[config.mk]
export PLATFORM = sky130hd
export DESIGN_NAME = axil_cmd_master
export DESIGN_NICKNAME = d
export VERILOG_FILES = /design/src/rtl/axil_cmd_pkg.sv /design/src/rtl/axil_cmd_master.sv
export SDC_FILE = /design/constraint.sdc
export NUM_CORES = 1
export LEC_CHECK = 0
export ABC_AREA = 1
export BUFFER_PORTS_ARGS = -buffer_cell sky130_fd_sc_hd__buf_2
export CAP_MARGIN = 15
export CELL_PAD_IN_SITES_DETAIL_PLACEMENT = 1
export CELL_PAD_IN_SITES_GLOBAL_PLACEMENT = 1
export CORE_MARGIN = 2
export CORE_UTILIZATION = 32
export DETAILED_ROUTE_END_ITERATION = 7
export HOLD_SLACK_MARGIN = 0.05
export PLACE_DENSITY_LB_ADDON = 0.1
export SLEW_MARGIN = 0
export SYNTH_ARGS = -nofsm -noshare
export SYNTH_HDL_FRONTEND = slang
export SYNTH_SLANG_ARGS = --single-unit
[constraint.sdc]
create_clock -name clk -period 4.45 [get_ports clk]
set_clock_uncertainty 0.1 [all_clocks]
set_input_delay 0.89 -clock clk [delete_from_list [all_inputs] [get_ports clk]]
set_output_delay 0.89 -clock clk [all_outputs]
set_load 0.02 [all_outputs]
[src/rtl/axil_cmd_pkg.sv]
// Shared types for axil_cmd_master: FSM state encoding and AXI response codes.
// The DRAIN state only exists when AXIL_CMD_MASTER_TIMEOUT_EN is defined.
package axil_cmd_pkg;

  typedef enum logic [2:0] {
    IDLE,
    WRITE,
    WRESP,
    RADDR,
    RDATA,
    RSP
`ifdef AXIL_CMD_MASTER_TIMEOUT_EN
    , DRAIN
`endif
  } state_e;

  localparam logic [1:0] OKAY   = 2'b00;
  localparam logic [1:0] SLVERR = 2'b10;

endpackage

[src/rtl/axil_cmd_master.sv]
// Single-outstanding command-to-AXI4-Lite master bridge.
// Optional watchdog/drain logic is enabled with `define AXIL_CMD_MASTER_TIMEOUT_EN.
module axil_cmd_master
  import axil_cmd_pkg::*;
#(
  parameter int DATA_WIDTH     = 32,
  parameter int ADDR_WIDTH     = 16,
  parameter int STRB_WIDTH     = DATA_WIDTH / 8,
  parameter int TIMEOUT_CYCLES = 1024
) (
  input  logic                  clk,
  input  logic                  rst,
  input  logic [ADDR_WIDTH-1:0] cmd_addr,
  input  logic [DATA_WIDTH-1:0] cmd_wdata,
  input  logic [STRB_WIDTH-1:0] cmd_wstrb,
  input  logic                  cmd_we,
  input  logic                  cmd_valid,
  output logic                  cmd_ready,
  output logic [DATA_WIDTH-1:0] rsp_rdata,
  output logic [1:0]            rsp_resp,
  output logic                  rsp_timeout,
  output logic                  rsp_valid,
  input  logic                  rsp_ready,
  output logic [ADDR_WIDTH-1:0] m_axil_awaddr,
  output logic [2:0]            m_axil_awprot,
  output logic                  m_axil_awvalid,
  input  logic                  m_axil_awready,
  output logic [DATA_WIDTH-1:0] m_axil_wdata,
  output logic [STRB_WIDTH-1:0] m_axil_wstrb,
  output logic                  m_axil_wvalid,
  input  logic                  m_axil_wready,
  input  logic [1:0]            m_axil_bresp,
  input  logic                  m_axil_bvalid,
  output logic                  m_axil_bready,
  output logic [ADDR_WIDTH-1:0] m_axil_araddr,
  output logic [2:0]            m_axil_arprot,
  output logic                  m_axil_arvalid,
  input  logic                  m_axil_arready,
  input  logic [DATA_WIDTH-1:0] m_axil_rdata,
  input  logic [1:0]            m_axil_rresp,
  input  logic                  m_axil_rvalid,
  output logic                  m_axil_rready
);

  // Only elaborates for an unsupported parameter set, leaving a marker scope in the hierarchy.
  if (STRB_WIDTH != DATA_WIDTH / 8 || TIMEOUT_CYCLES < 1) begin : g_bad_params
  end

  state_e                  state_q, state_d;
  logic [ADDR_WIDTH-1:0]   addr_q, addr_d;
  logic [DATA_WIDTH-1:0]   wdata_q, wdata_d;
  logic [STRB_WIDTH-1:0]   wstrb_q, wstrb_d;
  logic                    awvalid_q, awvalid_d;
  logic                    wvalid_q, wvalid_d;
  logic                    arvalid_q, arvalid_d;
  logic [DATA_WIDTH-1:0]   rdata_q, rdata_d;
  logic [1:0]              resp_q, resp_d;

`ifdef AXIL_CMD_MASTER_TIMEOUT_EN
  localparam int CNT_W = $clog2(TIMEOUT_CYCLES + 1);
  logic [CNT_W-1:0] cnt_q, cnt_d;
  logic             to_q, to_d;
  logic             we_q, we_d;
  logic             done_now;

  assign rsp_timeout   = to_q;
  assign m_axil_bready = (state_q == WRESP) || (state_q == DRAIN && we_q);
  assign m_axil_rready = (state_q == RDATA) || (state_q == DRAIN && !we_q);
`else
  assign rsp_timeout   = 1'b0;
  assign m_axil_bready = (state_q == WRESP);
  assign m_axil_rready = (state_q == RDATA);
`endif

  assign cmd_ready      = (state_q == IDLE) && !rst;
  assign rsp_valid      = (state_q == RSP);
  assign rsp_rdata      = rdata_q;
  assign rsp_resp       = resp_q;
  assign m_axil_awaddr  = addr_q;
  assign m_axil_araddr  = addr_q;
  assign m_axil_awprot  = 3'b000;
  assign m_axil_arprot  = 3'b000;
  assign m_axil_wdata   = wdata_q;
  assign m_axil_wstrb   = wstrb_q;
  assign m_axil_awvalid = awvalid_q;
  assign m_axil_wvalid  = wvalid_q;
  assign m_axil_arvalid = arvalid_q;

  always_comb begin
    state_d = state_q;
    addr_d  = addr_q;
    wdata_d = wdata_q;
    wstrb_d = wstrb_q;
    rdata_d = rdata_q;
    resp_d  = resp_q;
    // Valids fall only on their own handshake, whatever state the FSM is in.
    awvalid_d = awvalid_q && !m_axil_awready;
    wvalid_d  = wvalid_q && !m_axil_wready;
    arvalid_d = arvalid_q && !m_axil_arready;
`ifdef AXIL_CMD_MASTER_TIMEOUT_EN
    cnt_d    = cnt_q;
    to_d     = to_q;
    we_d     = we_q;
    done_now = 1'b0;
`endif
    case (state_q)
      IDLE: begin
        if (cmd_valid) begin
          addr_d  = cmd_addr;
          wdata_d = cmd_wdata;
          wstrb_d = cmd_wstrb;
          if (cmd_we) begin
            awvalid_d = 1'b1;
            wvalid_d  = 1'b1;
            state_d   = WRITE;
          end else begin
            arvalid_d = 1'b1;
            state_d   = RADDR;
          end
`ifdef AXIL_CMD_MASTER_TIMEOUT_EN
          cnt_d = '0;
          we_d  = cmd_we;
`endif
        end
      end
      WRITE: begin
        if ((!awvalid_q || m_axil_awready) && (!wvalid_q || m_axil_wready)) state_d = WRESP;
      end
      WRESP: begin
        if (m_axil_bvalid) begin
          resp_d  = m_axil_bresp;
          rdata_d = '0;
          state_d = RSP;
`ifdef AXIL_CMD_MASTER_TIMEOUT_EN
          done_now = 1'b1;
`endif
        end
      end
      RADDR: begin
        if (m_axil_arready) state_d = RDATA;
      end
      RDATA: begin
        if (m_axil_rvalid) begin
          rdata_d = m_axil_rdata;
          resp_d  = m_axil_rresp;
          state_d = RSP;
`ifdef AXIL_CMD_MASTER_TIMEOUT_EN
          done_now = 1'b1;
`endif
        end
      end
      RSP: begin
        if (rsp_ready) begin
`ifdef AXIL_CMD_MASTER_TIMEOUT_EN
          state_d = to_q ? DRAIN : IDLE;
          to_d    = 1'b0;
`else
          state_d = IDLE;
`endif
        end
      end
`ifdef AXIL_CMD_MASTER_TIMEOUT_EN
      // The abandoned transaction still owes the slave its B or R handshake.
      DRAIN: begin
        if (we_q ? m_axil_bvalid : m_axil_rvalid) state_d = IDLE;
      end
`endif
      default: state_d = IDLE;
    endcase
`ifdef AXIL_CMD_MASTER_TIMEOUT_EN
    if (state_q inside {WRITE, WRESP, RADDR, RDATA}) begin
      cnt_d = cnt_q + CNT_W'(1);
      if (cnt_q == CNT_W'(TIMEOUT_CYCLES - 1) && !done_now) begin
        state_d = RSP;
        resp_d  = SLVERR;
        rdata_d = '0;
        to_d    = 1'b1;
      end
    end
`endif
  end

  always_ff @(posedge clk or posedge rst) begin
    if (rst) begin
      state_q   <= IDLE;
      awvalid_q <= 1'b0;
      wvalid_q  <= 1'b0;
      arvalid_q <= 1'b0;
      rdata_q   <= '0;
      resp_q    <= OKAY;
`ifdef AXIL_CMD_MASTER_TIMEOUT_EN
      cnt_q <= '0;
      to_q  <= 1'b0;
      we_q  <= 1'b0;
`endif
    end else begin
      state_q   <= state_d;
      awvalid_q <= awvalid_d;
      wvalid_q  <= wvalid_d;
      arvalid_q <= arvalid_d;
      rdata_q   <= rdata_d;
      resp_q    <= resp_d;
`ifdef AXIL_CMD_MASTER_TIMEOUT_EN
      cnt_q <= cnt_d;
      to_q  <= to_d;
      we_q  <= we_d;
`endif
    end
  end

  // Command payload is only meaningful while a valid qualifies it, so it needs no reset.
  always_ff @(posedge clk) begin
    addr_q  <= addr_d;
    wdata_q <= wdata_d;
    wstrb_q <= wstrb_d;
  end

endmodule

### Word level (Yosys, flattened, before mapping)

Cells that the tools add are included.

| cells by class | value |
|---|---|
| add/subtract/negate cells | 0 |
| $mul | 0 |
| divide/modulo/power cells | 0 |
| $lt $le $gt $ge | 0 |
| equal/unequal tests | 11 |
| shifts and indexed selects | 0 |
| mux-type cells | 23 |
| bitwise gates (word level) | 0 |
| reduce and logical (&&, ||, !) cells | 18 |

Operators by type and width:

| operator | number |
|---|---|
| $mux W32 | 2 |
| $pmux W32 S2 | 1 |
| $mux W3 | 6 |
| $pmux W3 S6 | 1 |
| $ne A2 B2 Y1 const B | 5 |
| $mux W1 | 9 |
| $eq A3 B2 Y1 const B | 2 |
| $eq A3 B3 Y1 const B | 2 |
| $logic_not A1 Y1 | 6 |
| $mux W2 | 3 |
| $reduce_and A6 Y1 | 1 |
| $logic_and A1 B1 Y1 | 5 |
| $pmux W2 S2 | 1 |
| $eq A3 B1 Y1 const B | 1 |
| $logic_not A3 Y1 | 1 |
| $reduce_and A3 Y1 | 1 |
| $logic_or A1 B1 Y1 | 2 |
| $ne A2 B1 Y1 const B | 1 |
| $reduce_and A2 Y1 | 1 |
| $reduce_bool A2 Y1 | 1 |

| storage, ports and cells | value |
|---|---|
| bits in registers | 92 |
| bits in latches | 0 |
| RAM bits | 0 |
| ROM bits | 0 |
| output and inout port bits | 116 |
| word-level logic and storage cells | 61 |
| memories kept | 0 |

### Longest topological paths before layout

| depth | value |
|---|---|
| depth after elaboration | 5 |
| depth in mapped cells | 10 |
| depth with buffers taken out | 9 |

### Worst setup path after synthesis

OpenSTA, ideal clock, no wires.

| timing path | value |
|---|---|
| kind | input to register |
| start point | input port cmd_valid |
| end point | register addr_q[0], in the netlist m_axil_araddr[0] (enable) |
| library setup time | 0.463 ns |
| arrival | 3.154 ns |
| data required time | 3.887 ns |
| path slack | 0.733 ns |
| stages | 2 |
| path buffers | 0 |
| path through | inv_1 nor2_1 |

| between the ends | value |
|---|---|
| longest elaborated chain between the ends | 1 |

RTL lines:

| element | RTL line | source |
|---|---|---|
| start: declaration | axil_cmd_master.sv:17 | `input logic cmd_valid,` |
| $reduce_and A2 Y1 (no line) | - |  |
| end signal: assignment | axil_cmd_master.sv:213 | `addr_q <= addr_d;` |
| end: declaration | axil_cmd_master.sv:50 | `logic [ADDR_WIDTH-1:0] addr_q, addr_d;` |

No other way between the ends.
A chain may end at the register's enable or synchronous reset.

### Worst setup path in the final report

| timing path | value |
|---|---|
| start point | register state_q[1] |
| end point | output port m_axil_rready |

| between the ends | value |
|---|---|
| longest elaborated chain between the ends | 1 |

RTL lines:

| element | RTL line | source |
|---|---|---|
| start: declaration | axil_cmd_master.sv:49 | `state_e state_q, state_d;` |
| start signal: assignment | axil_cmd_master.sv:197 | `state_q <= state_d;` |
| $eq A3 B3 Y1 | axil_cmd_master.sv:72 | `assign m_axil_rready = (state_q == RDATA);` |
| end: declaration | axil_cmd_master.sv:42 | `output logic m_axil_rready` |

No other way between the ends.

==> Flow_metrics.wiki <==
{| class="wikitable"
! Metric !! Value
|-
| Number of buffers created by CTS || 9
|-
| Port bufs || slightly above 200
|-
| Share of cells above drive strength 1 || 0.513
|-
| Global-route wire length before repair || roughly 14 mm
|-
| Slack of the worst reg-to-reg path || 2090 ps
|-
| Global Route met3 Usage || 0.0462
|-
| Pin count of the biggest net entering global routing || 41
|-
| Detailed Route Iter0 Violations || roughly 70
|-
| Relative max-transition margin || 0.329
|-
| Via count of the first global-routing pass || 2683
|-
| Fin crit share || 0.740
|-
| Antenna-violating nets left || 0
|-
| Clock Path Buffers || 2
|-
| Sequential fraction of the synthesis area || 0.719
|-
| Type of element launching the critical path || flop
|-
| Path class of the lowest-slack min-delay path || flop to flop
|-
| Final-report hold violation count || 0
|-
| Post-synthesis area per instance || 12.2 um2
|-
| Overall die width || 110 um
|-
| Total wirelength of the detailed-routed design || 9.41 mm
|-
| Most used routing layer || met2
|-
| Clock input transition at the sequential cells of the worst setup and hold paths || about 90 ps
|-
| Final nets || 582
|-
| TritonCTS sink count || 92
|-
| Worst skew pair latency || around 350 ps
|-
| Final weighted congestion in routability-driven placement || ~0.8
|-
| Required time at the endpoint of the critical path || between 3000 and 4000 ps
|-
| Routed len/inst || 15.0 um
|-
| Total number of vias || between 2000 and 3000
|-
| Clock root buffer || clkbuf_8
|-
| Core Rows || 38
|-
| Worst vdd ir || between 0.3 and 0.4 mV
|-
| Starting utilization of the core area || 0.329
|-
| Via density per instance || between 4 and 5
|-
| Post-synthesis instance total || just under 300
|-
| RSZ-0062 raised after global routing || false
|-
| Worst stage delay on the critical path || 790 ps
|-
| Clock tree from TritonCTS || done
|-
| Met1 Use GR || 0.172
|-
| Detailed-placement wirelength estimate || just over 7 mm
|-
| Total gr overflow || 0
|-
| Actual transition at the worst max-transition pin || approximately 1000 ps
|-
| Category of the most critical setup path || flop to output pin
|-
| Number of different library cells in the post-synthesis netlist || 22
|-
| Reported leakage power || around 0.0025 uW
|-
| Global-route usage over all layers || 0.156
|-
| Synth Register Bits || slightly above 90
|-
| Final period demand of the worst path || around 3300 ps
|-
| Maximum Capacitance Violations || 0
|-
| Cell with the biggest individual delay on the critical path || clkinv_1
|-
| Area growth from synthesis to layout || 34.2%
|-
| Power per cell area || approximately 630 nW/um2
|-
| Core area || approximately 11000 um2
|-
| Met2 Use GR || 0.274
|-
| Maximum clock frequency || ~0.30 GHz
|-
| Detailed-routing iteration count for the pre-antenna-repair pass || 3
|-
| Mapped Area || 3570 um2
|-
| Clock H-tree levels || 3
|-
| Area of the die || roughly 12000 um2
|-
| Quantity of gates resized following cts || 0
|-
| Kind of end point of the critical path || output pin
|-
| Number of remaining DRC errors || 0
|-
| Crit-path cells || nor2_2 -> nand2_2 -> clkinv_1 -> buf_2
|-
| Endpoint arrival time on the critical path || roughly 2300 ps
|-
| Result of the run || finished clean
|-
| Vertical extent of the die || between 100 and 150 um
|-
| Postcts setup bufs || 0
|-
| Synth Warn # || 0
|-
| Top-Level Pins || approximately 210
|-
| Count of hold buffers inserted by post-cts repair || 0
|-
| Final setup violating endpoints || 0
|-
| Total count of max-transition violations in the final report || 0
|-
| Cell class contributing the biggest share of worst-path delay || buffers and inverters
|-
| Number of antenna diodes || 0
|-
| Crit Path Max Fanout || 35
|-
| Number of antenna violations at the first check in global routing || 0
|-
| Setup TNS || 0 ps
|-
| WP buf/inv || 2
|-
| Power Total || 3010 uW
|}
power by group:
group	internal, uW	switching (uW)	leakage [uW]
Clock	315	285	0.000105
Combinational	338	805	0.00137
Sequential	1150	113	0.00100
sequential cells by signal, indices dropped and copies added, names as in the netlist:
register        cells
m_axil_wdata       32
rsp_resp            2
state_q             3
rsp_rdata          32
m_axil_awvalid      1
m_axil_arvalid      1
m_axil_wstrb        4
m_axil_wvalid       1
m_axil_araddr      16
per-stage QoR:
step	utilization	worst slack [ps]	hold WS, ps	cell area [um2]	instances
2_1_floorplan	-	733	419	3590	298
4_1_cts	0.441	1080	377	4780	629
5_1_grt	0.441	979	397	4780	629
3_3_place_gp	0.422	1560	352	4580	613
6_report	0.441	1160	375	4780	629
3_5_place_dp	0.422	1500	356	4580	613
Yosys cell counts:
cell type  count  area [um2]
nand2_1       77         289
edfxtp_1      52        1560
dfrtp_1       40        1000
nand3_1       37         185
buf_4         23         173
nand2_2       22         138
inv_1         10        37.5
buf_2          7        35.0
nor2_1         4        15.0
buf_6          3        33.8
inv_2          3        11.3
a21oi_1        2        10.0
nor2_2         2        12.5
nor3_1         2        10.0
a211oi_1       1        7.51
clkinv_1       1        3.75
conb_1         1        3.75
inv_4          1        6.26
nand3b_1       1        7.51
nand4_1        1        6.26
nor2_4         1        11.3
o31ai_1        1        7.51
worst reg2reg max path: stages (launching register included):
cell and delay (ps):
dfrtp_1 450, nor2_2 240, nand2_1 200, nor2_4 540, buf_4 480
cell usage in the layout (no fill, tap or decap), drive strengths merged:
cell	Yosys	routed
dfrtp	40	40
nand2	99	99
clkbuf	0	11
edfxtp	52	52
conb	1	7
nor2	7	7
a211oi	1	1
a21oi	2	2
o31ai	1	1
bufinv	0	2
clkinv	1	5
nand3	37	37
nand4	1	1
inv	14	13
nand3b	1	1
nor3	2	2
buf	33	208
metal layers:
layer / share of wire / vias to the layer above
met5: 0 / -
met4: 0.019 / 0
met3: 0.091 / 13
met2: 0.50 / 124
met1: 0.39 / 1293
li1: - / 1310
area by class of cell:
class,count,area [um2]
Multi-Input combinational cell,158,733
Fill cell,1263,6060
Clock inverter,5,77.6
Timing Repair Buffer,208,1050
Sequential cell,92,2560
Inverter,15,58.8
Clock buffer,11,131
Tap cell,140,175
final timing paths:
kind / cells after the start / startpoint / to
max: 4 / state_q[1] / m_axil_rready
min reg2reg: 2 / rsp_rdata[25] / rsp_rdata[25]
max in group asynchronous: 3 / rst / rsp_rdata[20]
min in group asynchronous: 3 / rst / state_q[2]
min: 2 / rsp_rdata[25] / rsp_rdata[25]
max reg2reg: 4 / state_q[1] / m_axil_wstrb[2]
kinds of logic after synthesis:
logic type / after synthesis / synth area share
AO/OA/AOI/OAI: 4 / 0.00702
flip-flops: 92 / 0.719
buffers and inverters: 48 / 0.0842
other: 1 / 0.00105
AND/OR/NAND/NOR: 147 / 0.189
(Power assumes the default switching activity.)
